$ cat src/rtl/frame_sequencer_pkg.sv
// Frame sequencer shared types: FSM state enum, frame geometry constants.
package frame_sequencer_pkg;

    localparam int FRAME_CYCLES_DEFAULT = 128;
    localparam int ENC_FRAME_W          = 128;
    localparam int DEC_FRAME_W          = 384;

    typedef enum logic [2:0] {
        ST_IDLE  = 3'd0,
        ST_LOAD  = 3'd1,
        ST_RUN   = 3'd2,
        ST_DRAIN = 3'd3,
        ST_DONE  = 3'd4
    } seq_state_e;

    // Abort is only honoured while a frame is actually being pushed to the slice.
    function automatic logic isFrameActive(input seq_state_e s);
        return (s == ST_LOAD) || (s == ST_RUN) || (s == ST_DRAIN);
    endfunction

endpackage

$ cat src/rtl/param_def.sv
// Code-rate encodings shared by the frame sequencer, its slice and the parent.
package param_def;

    localparam int CODE_RATE_W = 1;
    localparam logic [CODE_RATE_W-1:0] CODE_RATE_2 = 1'b0;
    localparam logic [CODE_RATE_W-1:0] CODE_RATE_3 = 1'b1;

endpackage

$ cat src/rtl/frame_sequencer.sv
// Frame sequencer: latches one frame, then walks the slice through LOAD/RUN/DRAIN/DONE.
// Optional build macro FRAME_SEQ_CNT_EN adds a 16-bit completed-frame counter output.
module frame_sequencer
    import frame_sequencer_pkg::*;
    import param_def::*;
#(
    parameter int FRAME_CYCLES = FRAME_CYCLES_DEFAULT
) (
    input  logic                   clk,
    input  logic                   rst,
    input  logic                   i_frame_valid,
    output logic                   o_frame_ready,
    input  logic [CODE_RATE_W-1:0] i_code_rate,
    input  logic [ENC_FRAME_W-1:0] i_enc_frame,
    input  logic [DEC_FRAME_W-1:0] i_dec_frame,
    input  logic                   i_abort,
    output logic [ENC_FRAME_W-1:0] o_enc_frame,
    output logic [DEC_FRAME_W-1:0] o_dec_frame,
    output logic [CODE_RATE_W-1:0] o_code_rate,
    output logic                   o_slice_rst_n,
    output logic                   o_en_s,
    output logic                   o_bit_valid,
    output logic                   o_busy,
`ifdef FRAME_SEQ_CNT_EN
    output logic                   o_done,
    output logic [15:0]            o_frame_cnt
`else
    output logic                   o_done
`endif
);

    localparam int CNT_W = (FRAME_CYCLES > 1) ? $clog2(FRAME_CYCLES) : 1;
    localparam logic [CNT_W-1:0] LAST_CNT = CNT_W'(FRAME_CYCLES - 1);

    seq_state_e             state_q, state_d;
    logic [CNT_W-1:0]       cycleCnt_q, cycleCnt_d;
    logic                   frameReady_q, frameReady_d;
    logic                   sliceRstN_q, sliceRstN_d;
    logic                   enS_q, enS_d;
    logic                   bitValid_q, bitValid_d;
    logic                   busy_q, busy_d;
    logic                   done_q, done_d;
    logic [ENC_FRAME_W-1:0] encFrame_q;
    logic [DEC_FRAME_W-1:0] decFrame_q;
    logic [CODE_RATE_W-1:0] codeRate_q;
    logic                   accept;
    logic                   abortHit;

    // Abort wins over a same-cycle handshake in IDLE.
    assign accept   = i_frame_valid && frameReady_q && !i_abort;
    assign abortHit = i_abort && isFrameActive(state_q);

    always_ff @(posedge clk) begin
        if (!rst) begin
            state_q      <= ST_IDLE;
            cycleCnt_q   <= '0;
            frameReady_q <= 1'b0;
            sliceRstN_q  <= 1'b0;
            enS_q        <= 1'b0;
            bitValid_q   <= 1'b0;
            busy_q       <= 1'b0;
            done_q       <= 1'b0;
        end else begin
            state_q      <= state_d;
            cycleCnt_q   <= cycleCnt_d;
            frameReady_q <= frameReady_d;
            sliceRstN_q  <= sliceRstN_d;
            enS_q        <= enS_d;
            bitValid_q   <= bitValid_d;
            busy_q       <= busy_d;
            done_q       <= done_d;
        end
    end

    always_ff @(posedge clk) begin
        if (!rst) begin
            encFrame_q <= '0;
            decFrame_q <= '0;
            codeRate_q <= '0;
        end else if (accept) begin
            encFrame_q <= i_enc_frame;
            decFrame_q <= i_dec_frame;
            codeRate_q <= i_code_rate;
        end
    end

    always_comb begin
        state_d    = state_q;
        cycleCnt_d = cycleCnt_q;
        case (state_q)
            ST_IDLE: begin
                if (accept) state_d = ST_LOAD;
            end
            ST_LOAD: begin
                state_d    = ST_RUN;
                cycleCnt_d = '0;
            end
            ST_RUN: begin
                // Counter parks on the last value rather than wrapping.
                if (cycleCnt_q == LAST_CNT) state_d = ST_DRAIN;
                else                        cycleCnt_d = cycleCnt_q + 1'b1;
            end
            ST_DRAIN: state_d = ST_DONE;
            ST_DONE:  state_d = ST_IDLE;
            default:  state_d = ST_IDLE;
        endcase
        if (abortHit) begin
            state_d    = ST_IDLE;
            cycleCnt_d = '0;
        end
    end

    // Outputs are decoded from the next state so they register alongside it.
    always_comb begin
        frameReady_d = 1'b0;
        sliceRstN_d  = 1'b1;
        enS_d        = 1'b0;
        bitValid_d   = 1'b0;
        busy_d       = 1'b0;
        done_d       = 1'b0;
        case (state_d)
            ST_IDLE: begin
                frameReady_d = 1'b1;
                sliceRstN_d  = !abortHit;
            end
            ST_LOAD: begin
                sliceRstN_d = 1'b0;
                busy_d      = 1'b1;
            end
            ST_RUN: begin
                enS_d      = 1'b1;
                busy_d     = 1'b1;
                bitValid_d = (cycleCnt_d != '0);
            end
            ST_DRAIN: begin
                bitValid_d = 1'b1;
                busy_d     = 1'b1;
            end
            ST_DONE: done_d = 1'b1;
            default: frameReady_d = 1'b0;
        endcase
    end

    assign o_frame_ready = frameReady_q;
    assign o_slice_rst_n = sliceRstN_q;
    assign o_en_s        = enS_q;
    assign o_bit_valid   = bitValid_q;
    assign o_busy        = busy_q;
    assign o_done        = done_q;
    assign o_enc_frame   = encFrame_q;
    assign o_dec_frame   = decFrame_q;
    assign o_code_rate   = codeRate_q;

`ifdef FRAME_SEQ_CNT_EN
    logic [15:0] frameCnt_q;

    always_ff @(posedge clk) begin
        if (!rst)        frameCnt_q <= '0;
        else if (done_q) frameCnt_q <= frameCnt_q + 16'd1;
    end

    assign o_frame_cnt = frameCnt_q;
`endif

endmodule

$ cat config.mk
export PLATFORM = sky130hd
export DESIGN_NAME = frame_sequencer
export DESIGN_NICKNAME = d
export VERILOG_FILES = /design/src/rtl/frame_sequencer_pkg.sv /design/src/rtl/param_def.sv /design/src/rtl/frame_sequencer.sv
export SDC_FILE = /design/constraint.sdc
export NUM_CORES = 1
export LEC_CHECK = 0
export ABC_CLOCK_PERIOD_IN_PS = 1800
export BUFFER_PORTS_ARGS = -buffer_cell sky130_fd_sc_hd__buf_2
export CORE_AREA = 3 3 401 403
export CTS_CLUSTER_DIAMETER = 60
export DETAILED_ROUTE_END_ITERATION = 6
export DIE_AREA = 0 0 404 406
export SLEW_MARGIN = 20
export SYNTH_ARGS = -nofsm -noshare
export SYNTH_HDL_FRONTEND = slang
export SYNTH_SLANG_ARGS = --single-unit
$ cat constraint.sdc
create_clock -name clk -period 1.8 [get_ports clk]
set_clock_uncertainty 0.1 [all_clocks]
set_input_delay 0.18 -clock clk [delete_from_list [all_inputs] [get_ports clk]]
set_output_delay 0.18 -clock clk [all_outputs]
set_load 0.1 [all_outputs]
==> flow_results.org, run 1 <==
** Floorplanning
- The region available for standard cell placement spans 0.158 mm^2.
- DIE AREA :: 0.164 mm^2
- Y dimension of the die :: 406 um
- Count of pins on the block boundary :: 1036
- Placement Rows :: 146
- Starting density of the core :: 11.6%
- In this run the horizontal extent of the chip is 404 um.

** Place
- Half-perimeter wire length after placement :: 91700 um
- Summing all placed instances gives a cell area of 0.0265 mm^2.
- Pre-CTS setup slack :: -0.108 ns
- At the end of routability-driven placement, the weighted congestion stood at 0.923.
- # port buffers :: 1035

** Clock tree
- For the worst-skew pair, the clock arrives at the later sink with an insertion delay of 0.67 ns.
- TritonCTS built the clock tree.
- Number of levels in the clock H-tree :: 3
- The clock drives 529 sinks.
- Maximum buffer depth of the clock tree :: 3
- Clock slew at the register clock pins of the worst setup and hold paths :: 0.06 ns
- TritonCTS created 74 clock buffers.
- The tree is rooted in a sky130_fd_sc_hd__clkbuf_16.

** Finish
- Fill cell count :: 17100
- Area of the multi-input gates :: 0.00696 mm^2
- Number of nets in the final layout :: 4387
- In the final layout, the share of cells above drive strength 1 is 32.6%.
- Area taken by flip-flops and latches :: 0.0106 mm^2
- Relative to the synthesized area, the layout overhead comes to 92.4%.
- The finished cells cover 0.0352 mm^2.

** Synth
- After Yosys synthesis, and, or, nand and nor cells account for 22.6% of the synthesized area.
- Synthesis inferred 529 register bits.
- Count of cell types in the netlist :: 42
- Cell count after synthesis :: 2317
- For this run, the leading register cell type out of synthesis is sky130_fd_sc_hd__dfxtp_1.
- After synthesis, the share of cell area in mux cells is 0.109%.
- Synth top area cells :: sky130_fd_sc_hd__dfxtp_1, sky130_fd_sc_hd__nand2_1, sky130_fd_sc_hd__a21oi_1, sky130_fd_sc_hd__buf_2, sky130_fd_sc_hd__clkbuf_1
- Post-synthesis sequential area ratio :: 57.9%
- Post-synthesis area per instance :: 7.89 um^2
- Synthesized netlist net count :: 2835
- For this run, the number of Yosys warnings is 0.
- After Yosys synthesis, full adders, half adders and majority gates account for 0.0684% of the synthesized area.
- The largest total area in the synthesized netlist belongs to sky130_fd_sc_hd__dfxtp_1.
- Syn Std Cell Area :: 0.0183 mm^2
- Compound-gate portion of the synthesized area :: 14.6%
- Top cell type's share of synthesized area :: 57.9%
- Combinational family with the most area after synthesis :: simple AND/OR/NAND/NOR gates
- Counting flops with an async set or reset pin after synthesis yields a share of 0%.
- Xor/xnor share of the synthesized area :: 0.246%
- Count of flip-flops with a built-in enable after synthesis :: 0

** STA
- Timing would allow up to 551 MHz.
- The final critical path takes up 101% of the cycle.
- The number of hold violations in the final report was 0.
- Slew @ Worst Pin :: 0.654 ns
- Setup violations remaining at the end of the flow were counted as 1.
- The total count of max-transition violations in the final report came to 0.
- In the post-route analysis, the smallest setup slack over all paths is -0.0146 ns.
- Max_slew headroom :: 56.4%
- Final min period :: 1.81 ns
- Setup repair after global routing could not meet its margin everywhere.

** Detailed routing
- Wirelength per Cell :: 19.6 um
- Initial drt markers :: 1854
- In the routed layout, each cell is associated on average with a via count of 3.76.
- Summed over all layers, the routed wires come to 118000 um.
- DR vias :: 22700
- Once detail routing completed, the nets flagged for antenna violations numbered 0.
- Residual DRC count :: 0
- Detailed-router iteration count before antenna repair :: 6

** Global routing
- Number of global-route vias before repair :: 21800
- Largest net degree at the start of global routing :: 135
- Initial antenna violation count :: 58
- Global routing consumed, on the met2 layer, 20.6% of the routing resources.
- Across every metal layer, demand over resource in global routing totals 13.3%.
- First-pass GRT wire length :: 157000 um
- Summed over all layers, the global routing overflow is 0.
- GRT met1 Usage :: 16.0%
- For met3 alone, demand over resource in global routing was 4.74%.
- Global-route layer with the greatest usage :: met2

** Worst setup path
- Largest fanout on the critical path :: 4
- Required time of the critical path :: 2.25 ns
- Endpoint class of the critical path :: flip-flop
- The startpoint identified for the worst register-to-register timing path is cycleCnt_q[1].
- Critical path type :: reg2reg
- Element type at the critical path start :: flip-flop
- Counting cells, the worst reg-to-reg path comes to 7.
- Setup slack on the worst reg-to-reg path comes out at -0.01 ns.
- Critical Path Sink :: o_bit_valid
- Startpoint of the worst setup timing path :: cycleCnt_q[1]
- Signal arrival time at the worst endpoint :: 2.27 ns
- In this run the critical register-to-register path is captured at o_bit_valid.

** Power
- Summed over all cells, the static leakage comes to 14.7 nW.
- Power Dens Cells :: 961 mW/mm^2
- The worst-case IR drop observed on VDD is 0.000773 V.

** Status
- The run finished, with violations left.
- The final reports fail on negative setup slack.

** Hold path
- The worst hold path belongs to the class in2reg.

** Job
- Total of max-cap violations :: 0
metal layers:
layer | part of all wire, % | vias to the layer above | routed length (um)
met5 | 0.21 | - | 253
met2 | 44 | 1075 | 52400
li1 | - | 10600 | -
met4 | 6.1 | 42 | 7280
met1 | 40 | 10700 | 47500
met3 | 9.2 | 259 | 10900
how the worst min path moves through the flow:
stage,from,endpoint,slack (ns),depth (start not counted)
final,i_dec_frame[321],o_dec_frame[321],0.20,4
after global routing,i_dec_frame[321],o_dec_frame[321],0.15,4
after CTS,i_dec_frame[42],o_dec_frame[42],0.11,4
after detailed placement,i_dec_frame[283],o_dec_frame[283],0.33,3
after global placement,i_dec_frame[126],o_dec_frame[126],0.32,3
after floorplan,rst,cycleCnt_q[0],0.20,1
kinds of logic (layout without fill, tap and decap cells):
group	Yosys count	after routing
and+or+nand+nor	1076	1076
DFF	529	529
AOI/OAI and AO/OA	528	528
buffers and inverters	178	1789
xor gates and xnor gates	3	3
muxes	2	2
adders and majority gates	1	1
other	0	29
through the flow:
stage / utilization, % / hold WS, ns / setup TNS (ns) / power [W] / std cells
after detailed placement: 16.8 / 0.326 / -0.208 / 0.0177 / 5339
after global routing: 22.3 / 0.155 / -0.126 / 0.0350 / 6011
after floorplan: - / 0.202 / 0 / 0.0160 / 2317
final: 22.3 / 0.203 / -0.0146 / 0.0338 / 6029
after global placement: 16.8 / 0.320 / -0.639 / 0.0177 / 5339
after CTS: 22.1 / 0.110 / -0.00894 / 0.0343 / 5993
cell usage in the layout (no fill, tap or decap), types with 16 or more instances in the layout:
cell                            instances
sky130_fd_sc_hd__nor2_1                16
sky130_fd_sc_hd__buf_12                33
sky130_fd_sc_hd__dfxtp_1              524
sky130_fd_sc_hd__clkbuf_4              25
sky130_fd_sc_hd__a21oi_1              517
sky130_fd_sc_hd__diode_2               29
sky130_fd_sc_hd__clkbuf_16             78
sky130_fd_sc_hd__nand2_1             1032
sky130_fd_sc_hd__buf_2                758
sky130_fd_sc_hd__buf_4                307
sky130_fd_sc_hd__dlygate4sd3_1        518
critical path, cell delays in order, from the launching register on:
cell and delay [ns]:
sky130_fd_sc_hd__dfxtp_2 0.35, sky130_fd_sc_hd__ha_4 0.13, sky130_fd_sc_hd__and3_4 0.20, sky130_fd_sc_hd__nand4_4 0.12
sky130_fd_sc_hd__nand3_2 0.12, sky130_fd_sc_hd__mux2i_2 0.26, sky130_fd_sc_hd__o2111ai_2 0.15, sky130_fd_sc_hd__o31a_1 0.29
layout make-up:
| cell class | count | area share (%) |
|---|---|---|
| Inverter | 3 | 0.0533 |
| Multi-Input combinational cell | 1610 | 19.8 |
| Sequential cell | 529 | 30.1 |
| Tap cell | 2072 | 7.37 |
| Timing Repair Buffer | 1651 | 35.2 |
| Clock buffer | 96 | 5.81 |
| Clock inverter | 39 | 1.49 |
| Antenna cell | 29 | 0.206 |
state kept, by name, indices dropped and copies added, names as in the netlist:
| register | flops |
|---|---|
| o_dec_frame | 384 |
| o_slice_rst_n | 1 |
| state_q | 3 |
| o_code_rate | 1 |
| o_busy | 1 |
| o_en_s | 1 |
| o_done | 1 |
| o_frame_ready | 1 |
| o_enc_frame | 128 |
| o_bit_valid | 1 |
| cycleCnt_q | 7 |
cells in the mapped netlist (2+ instances only):
library cell                  n
sky130_fd_sc_hd__nand2_1   1032
sky130_fd_sc_hd__dfxtp_1    529
sky130_fd_sc_hd__a21oi_1    517
sky130_fd_sc_hd__buf_2      107
sky130_fd_sc_hd__clkbuf_1    64
sky130_fd_sc_hd__nor2_1      17
sky130_fd_sc_hd__nor3_1       4
sky130_fd_sc_hd__and2_1       3
sky130_fd_sc_hd__nand3_1      3
sky130_fd_sc_hd__o21ai_0      3
sky130_fd_sc_hd__buf_1        2
sky130_fd_sc_hd__inv_1        2
sky130_fd_sc_hd__mux2i_1      2
sky130_fd_sc_hd__nand4_1      2
sky130_fd_sc_hd__nor4_1       2
sky130_fd_sc_hd__o21ai_1      2
power by group:
part	internal (W)	leakage (nW)	switching, W
sequential	0.0121	4.30	0.000197
combinational	0.00193	9.22	0.00443
clock	0.00885	1.23	0.00633
total	0.0229	14.7	0.0110
repair_timing:
item,CTS,global route
setup endpoints to repair,239,92
pin swaps,6,5
setup buffers,1,3
gates resized for setup,245,38
hold endpoints to repair,523,0
cloned,0,4
hold buffers,518,0
No activity file was read; power rests on OpenSTA's default activity.
==> run 2, diff against run 1 <==
SKIP_CTS_REPAIR_TIMING = 1   (was not set)
==> run 2 against run 1 <==
Compared with the run above:
- the flow finishes with violations (design-rule violations, negative setup slack)
- critical endpoint unchanged
- largest power group unchanged
- clock-buffer cell count is the same
- sequential share of layout area grew 0.15 points
- non-clock buffer count shrank 1
- cell count is essentially flat
- flip-flop and latch count is the same
- clock power is essentially flat
- critical path depth is the same
- sequential power is essentially flat
- hold slack lost 0.17 ns
- largest cell class unchanged
- routed wire length grew 1.0%
==> flow_results.org, run 2 (same netlist as run 1, synthesis figures left out) <==
** Hold path
- The min-delay analysis places its worst path in the category in2reg.
- The worst hold path was traced through 5 stages.

** STA
- Static timing analysis puts the maximum clock frequency at 547 MHz.
- Final min period :: 1.83 ns
- Tcrit/Tclk final :: 102%
- Setup violations remaining at the end of the flow were counted as 1.
- Slew @ Worst Pin :: 0.665 ns
- Measured against its own limit, the worst slew margin works out to 55.7%.
- Unrepaired setup endpoints after global routing :: yes
- Post-Route Hold Slack :: 0.0324 ns
- Setup ws final :: -0.0298 ns
- Number of hold-slack violations in the final timing report :: 0
- Slew Limit Fails :: 0
- Setup TNS after final layout :: -0.0298 ns

** Clock tree
- Clock slew at the register clock pins of the worst setup and hold paths :: 0.06 ns
- Clock root cell :: sky130_fd_sc_hd__clkbuf_16
- TritonCTS Buffers :: 74
- The clock drives 529 sinks.
- For the worst-skew pair, the clock arrives at the later sink with an insertion delay of 0.67 ns.
- Maximum buffer depth of the clock tree :: 3
- The H-tree was split into 3 levels.
- TritonCTS built the clock tree.

** Floorplanning
- In this run the horizontal extent of the chip is 404 um.
- Once the floorplan was initialized, standard cells occupied 11.6% of the core.
- Placeable core area :: 0.158 mm^2
- Placement Rows :: 146
- Y dimension of the die :: 406 um
- During I/O placement, the number of pins put on the boundary was 1036.
- The die covers 0.164 mm^2.

** Power
- Dividing total power by cell area gives a power density of 966 mW/mm^2.
- Summed over all cells, the static leakage comes to 14.7 nW.
- Worst vdd ir :: 0.000776 V
- Total power consumption of the routed design :: 0.0338 W

** Worst setup path
- WP depth :: 7
- Worst-case reg-to-reg path depth :: 7
- Critical Path Sink :: o_bit_valid
- Number of buffers and inverters on the critical path :: 0
- The most critical setup path has its startpoint at cycleCnt_q[0].
- End of the worst register-to-register path :: o_bit_valid
- Walking the worst path, the cells encountered are ha_4 > and3_4 > and4_4 > nor3_1 > a31oi_2 > o2111ai_2 > o31a_1.
- Endpoint class of the critical path :: flip-flop
- The worst setup path is launched from a flip-flop.
- On the worst path, the slowest cell contributes a delay of 0.35 ns.
- For the worst setup path, the data arrival time is 2.28 ns.
- In this design, the largest share of critical-path delay is due to compound AO/OA/AOI/OAI gates.
- Required time of the critical path :: 2.25 ns
- Along the worst path, the maximum fanout reaches 4.
- The slowest stage of the critical path belongs to the cell sky130_fd_sc_hd__dfxtp_2.
- The worst register-to-register path begins at cycleCnt_q[0].
- R2R Setup Slk :: -0.03 ns
- By startpoint and endpoint, the worst setup path is classified as reg2reg.

** Detailed routing
- In the routed design, unresolved DRC markers number 1.
- Vias per Instance :: 3.79
- In the final routed layout, each cell accounts on average for 19.8 um.
- Initial drt markers :: 1957
- DR vias :: 22900
- Once detail routing completed, the nets flagged for antenna violations numbered 0.
- Routed Wire Length :: 120000 um
- For this run, the detailed router's first-pass iteration total came to 7.

** Place
- Routability-driven placement finished with a final weighted congestion of 0.923.
- The wire-length estimate of the detail-placed layout is 91700 um.
- # port buffers :: 1035

** Global routing
- Remaining Overflow, GRT :: 0
- The via count of the first global-routing pass is 18900.
- Initial antenna violation count :: 62
- Entering global routing, the biggest net connects 135 pins.
- The first global-routing pass estimated 147000 um of wire.
- Aggregate global-route resource usage :: 12.7%

** Status
- Violations in the final reports :: design-rule violations, negative setup slack
- Result of the run :: finished with violations

** Finish
- Area Overhead vs Synth :: 91.5%
- After the last flow step, the layout net total stands at 4386.
- The register with the most flip-flops in the layout has 384 of them.
- Most used cells in the layout excluding fill and tap cells :: sky130_fd_sc_hd__nand2_1, sky130_fd_sc_hd__buf_2, sky130_fd_sc_hd__dfxtp_1
- Leaving out fill and tap cells, the most frequent cell in the layout is sky130_fd_sc_hd__nand2_1.
- Cells with a size suffix above 1 make up 32.7% of the layout.

** Job
- The tool flagged a number of max-cap violations equal to 0.
-- run 2: cell types whose count changed in the layout (fill, tap and decap cells not counted), sizes merged --
cell and delta:
buf -163, clkbuf +165, diode +2, dlygate4sd3 -3
-- run 2: through the flow --
stage,worst slack [ns],util (%),instance area [um^2],instances
3_5_place_dp,-0.108,16.8,26500,5339
6_report,-0.0298,22.2,35000,6030
5_1_grt,-0.120,22.2,35000,6016
4_1_cts,-0.155,18.4,29000,5474
2_1_floorplan,0.000873,-,18300,2317
3_3_place_gp,-0.328,16.8,26500,5339
-- run 2: report_power, final --
part | leakage, nW | internal [W] | switching (W)
combinational | 9.14 | 0.00189 | 0.00445
sequential | 4.30 | 0.0121 | 0.000192
clock | 1.23 | 0.00885 | 0.00635
-- run 2: area by class of cell --
cell class                      instances  area (um^2)
Clock buffer                           96         2040
Antenna cell                           31         77.6
Clock inverter                         39          526
Inverter                                3         18.8
Timing Repair Buffer                 1650        12200
Multi-Input combinational cell       1610         6950
Sequential cell                       529        10600
Tap cell                             2072         2590
Fill cell                           17200       123000
-- run 2: worst min-delay path by stage --
stage	start	endpoint	slack [ns]
final	i_frame_valid	o_frame_ready	0.03
after global routing	i_frame_valid	o_frame_ready	0.02
after CTS	i_dec_frame[283]	o_dec_frame[283]	-0.44
after detailed placement	i_dec_frame[283]	o_dec_frame[283]	0.33
after global placement	i_dec_frame[126]	o_dec_frame[126]	0.32
after floorplan	rst	cycleCnt_q[0]	0.20
-- run 2: worst reg2reg max path, stage by stage, from the launching register on --
cell	delay [ns]
sky130_fd_sc_hd__dfxtp_2	0.35
sky130_fd_sc_hd__ha_4	0.14
sky130_fd_sc_hd__and3_4	0.20
sky130_fd_sc_hd__and4_4	0.26
sky130_fd_sc_hd__nor3_1	0.07
sky130_fd_sc_hd__a31oi_2	0.18
sky130_fd_sc_hd__o2111ai_2	0.12
sky130_fd_sc_hd__o31a_1	0.30
-- run 2: metal layers --
| layer | GRT usage [%] | wire length [um] | vias up |
|---|---|---|---|
| met4 | 5.41 | 5600 | 50 |
| met1 | 14.5 | 48300 | 10800 |
| met3 | 6.37 | 10800 | 294 |
| li1 | - | - | 10600 |
| met5 | 0 | 305 | - |
| met2 | 19.9 | 54600 | 1134 |
==> run 3, diff against run 2 <==
BUFFER_PORTS_ARGS = not set   (was -buffer_cell sky130_fd_sc_hd__buf_2)
DONT_BUFFER_PORTS = 1   (was not set)
MAX_ROUTING_LAYER = met4   (was not set)
SETUP_SLACK_MARGIN = 0.5   (was not set)
==> run 3 against run 2 <==
Compared with the run above:
- the flow finishes with violations (negative hold slack, negative setup slack)
- critical path depth unchanged
- sequential power barely moved
- non-clock buffer count is 410 lower
- maximum frequency grew 0.34%
- critical path type unchanged
- critical endpoint unchanged
==> flow_results.org, run 3 (same netlist as run 1, synthesis figures left out) <==
** Status
- The flow ran to the end, but the final reports show violations.
- The checks that failed: negative hold slack, negative setup slack.

** Global routing
- Initial antenna violation count :: 99
- First-pass GRT wire length :: 148000 um
- Entering global routing, the biggest net connects 107 pins.
- For this run the aggregate overflow at the end of global routing stands at 0.
- Number of global-route vias before repair :: 16700
- Aggregate global-route resource usage :: 13.5%

** Finish
- The count of cells in the finished layout, fillers not included, comes to 5676.
- Area Overhead vs Synth :: 105%
- Cells with a size suffix above 1 make up 33.2% of the layout.
- Most common cell after layout, fill and taps aside :: sky130_fd_sc_hd__nand2_1
- In the layout the commonest cells are sky130_fd_sc_hd__nand2_1, sky130_fd_sc_hd__dlygate4sd3_1, sky130_fd_sc_hd__buf_4.
- For this run, the post-layout net count is 3972.
- The register with the most flip-flops in the layout has 384 of them.

** Floorplanning
- Placeable core area :: 0.158 mm^2
- The die covers 0.164 mm^2.
- Placement Rows :: 146
- Once the floorplan was initialized, standard cells occupied 11.6% of the core.
- Die span in x :: 404 um
- Measured along the y axis, the die boundary spans 406 um.
- 1036 I/O pins were placed.

** Power
- Worst vdd ir :: 0.000639 V
- In this run the power density over the cells is 881 mW/mm^2.
- Leak Pwr :: 14.5 nW
- Total power consumption of the routed design :: 0.0330 W

** Detailed routing
- Using the TritonRoute via totals, the vias-per-cell ratio works out to 3.91.
- In the final routed layout, each cell accounts on average for 24.0 um.
- Initial drt markers :: 2032
- For this run, design rule violations remaining after detail routing come to 0.
- Number of nets with antenna violations after routing :: 0
- The final layout contains routed wiring with a total length of 136000 um.
- DR vias :: 22200
- Detailed-router iteration count before antenna repair :: 5

** Place
- GP Congestion :: 0.965
- Including well taps, the total number of placed cells is 4806.
- The HPWL after detailed placement is 97500 um.
- Buffers placed on the I/O ports in this run total 0.

** STA
- On the final layout, the worst hold slack is -0.383 ns.
- Maximum clock frequency :: 548 MHz
- Setup ws final :: -0.0237 ns
- Max_slew headroom :: 65.1%
- The total count of max-transition violations in the final report came to 0.
- The smallest clock period supported by the final layout is computed as 1.82 ns.
- Number of hold-slack violations in the final timing report :: 14
- Dividing the final minimum period by the clock period gives 101%.
- Number of endpoints failing setup at the final stage :: 1
- Unrepaired setup endpoints after global routing :: yes
- At the pin with the least slew margin, the transition time is 0.524 ns.
- Setup TNS after final layout :: -0.0237 ns

** Worst setup path
- Data arrives at the worst endpoint at 2.23 ns.
- Element type at the critical path start :: flip-flop
- The endpoint identified for the worst register-to-register timing path is o_bit_valid.
- Worst-case reg-to-reg path depth :: 7
- Endpoint class of the critical path :: flip-flop
- Critical path type :: reg2reg
- Data on the critical path is required at its endpoint by 2.21 ns.
- The startpoint identified for the worst register-to-register timing path is cycleCnt_q[0].
- Largest fanout on the critical path :: 4
- R2R Setup Slk :: -0.02 ns

** Hold path
- The startpoint identified for the worst hold timing path is i_abort.
- The tightest min-delay check is of the in2reg type.
- Hold Path Cell Cnt :: 2
- The path with the worst hold slack has its endpoint at o_frame_ready.

** Clock tree
- Insertion delay to the later sink of the worst-skew pair :: 0.65 ns
- TritonCTS created 69 clock buffers.
- TritonCTS built the clock tree.
- The tree is rooted in a sky130_fd_sc_hd__clkbuf_16.
- Clock slew at the register clock pins of the worst setup and hold paths :: 0.06 ns
- Number of levels in the clock H-tree :: 3
- The clock net in this run drives a total of 529 sinks.
- No sink is reached through more buffers than the 3 on the longest clock path.

** Job
- Total of max-cap violations :: 0
## run 3: cell types whose count changed in the layout (fill, tap and decap cells not counted), moves of 30 or more
cell / before / now
sky130_fd_sc_hd__buf_2: 831 / 0
sky130_fd_sc_hd__buf_4: 70 / 513
sky130_fd_sc_hd__clkbuf_4: 189 / 0
sky130_fd_sc_hd__nand2_1: 1030 / 900
sky130_fd_sc_hd__a21oi_1: 517 / 421
sky130_fd_sc_hd__a21oi_2: 0 / 96
sky130_fd_sc_hd__nand2_4: 0 / 94
sky130_fd_sc_hd__buf_12: 33 / 108
sky130_fd_sc_hd__dfxtp_1: 524 / 450
sky130_fd_sc_hd__diode_2: 31 / 99
sky130_fd_sc_hd__clkbuf_16: 79 / 124
sky130_fd_sc_hd__dfxtp_4: 1 / 44
sky130_fd_sc_hd__dfxtp_2: 4 / 35
sky130_fd_sc_hd__nand2_2: 2 / 32
## run 3: routing by layer
layer  global-route usage, %  wire (um)  vias to the layer above
li1                        -          -                     9927
met1                    14.4      52900                    10700
met2                    20.3      62400                     1314
met3                    8.02      14800                      307
met4                    5.66       6250                        0
met5                       -          0                        -
## run 3: final cells by class
| class | instances | area (um^2) |
|---|---|---|
| diodes | 99 | 248 |
| clock inverters | 32 | 399 |
| flip-flops and latches | 529 | 10800 |
| multi-input cells | 1611 | 8200 |
| well taps | 2072 | 2590 |
| fillers | 16800 | 120000 |
| inverters | 3 | 18.8 |
| clock buffers | 90 | 1900 |
| repair buffers | 1240 | 13400 |
## run 3: critical path: stages, from the launching register on
cell                       delay, ns
sky130_fd_sc_hd__dfxtp_4        0.35
sky130_fd_sc_hd__ha_4           0.15
sky130_fd_sc_hd__and3_4         0.19
sky130_fd_sc_hd__and4_4         0.21
sky130_fd_sc_hd__buf_4          0.13
sky130_fd_sc_hd__a21oi_2        0.16
sky130_fd_sc_hd__o311ai_2       0.10
sky130_fd_sc_hd__o31a_1         0.31
## run 3: metrics by stage
| stage | instance area [um^2] | util [%] | setup WS, ns |
|---|---|---|---|
| finish | 37500 | 23.8 | -0.0237 |
| global placement | 24900 | 15.8 | -0.0509 |
| detailed placement | 24900 | 15.8 | -0.0270 |
| floorplan | 18800 | - | 0.105 |
| CTS | 27200 | 17.2 | -0.0970 |
| global route | 37500 | 23.8 | -0.0631 |
## run 3: worst max-delay path by stage
stage / start / end / slack, ns / cells past startpoint
4_1_cts: o_dec_frame[174] / o_dec_frame[174] / -0.1 / 1
5_1_grt: cycleCnt_q[0] / o_bit_valid / -0.06 / 7
6_report: cycleCnt_q[0] / o_bit_valid / -0.02 / 7
2_1_floorplan: cycleCnt_q[0] / o_bit_valid / 0.10 / 7
3_5_place_dp: cycleCnt_q[1] / o_bit_valid / -0.03 / 7
3_3_place_gp: cycleCnt_q[1] / o_bit_valid / -0.05 / 7
## run 3: power breakdown
part           internal (W)  switching, W
Combinational       0.00217       0.00469
Clock               0.00793       0.00597
Sequential           0.0120      0.000235
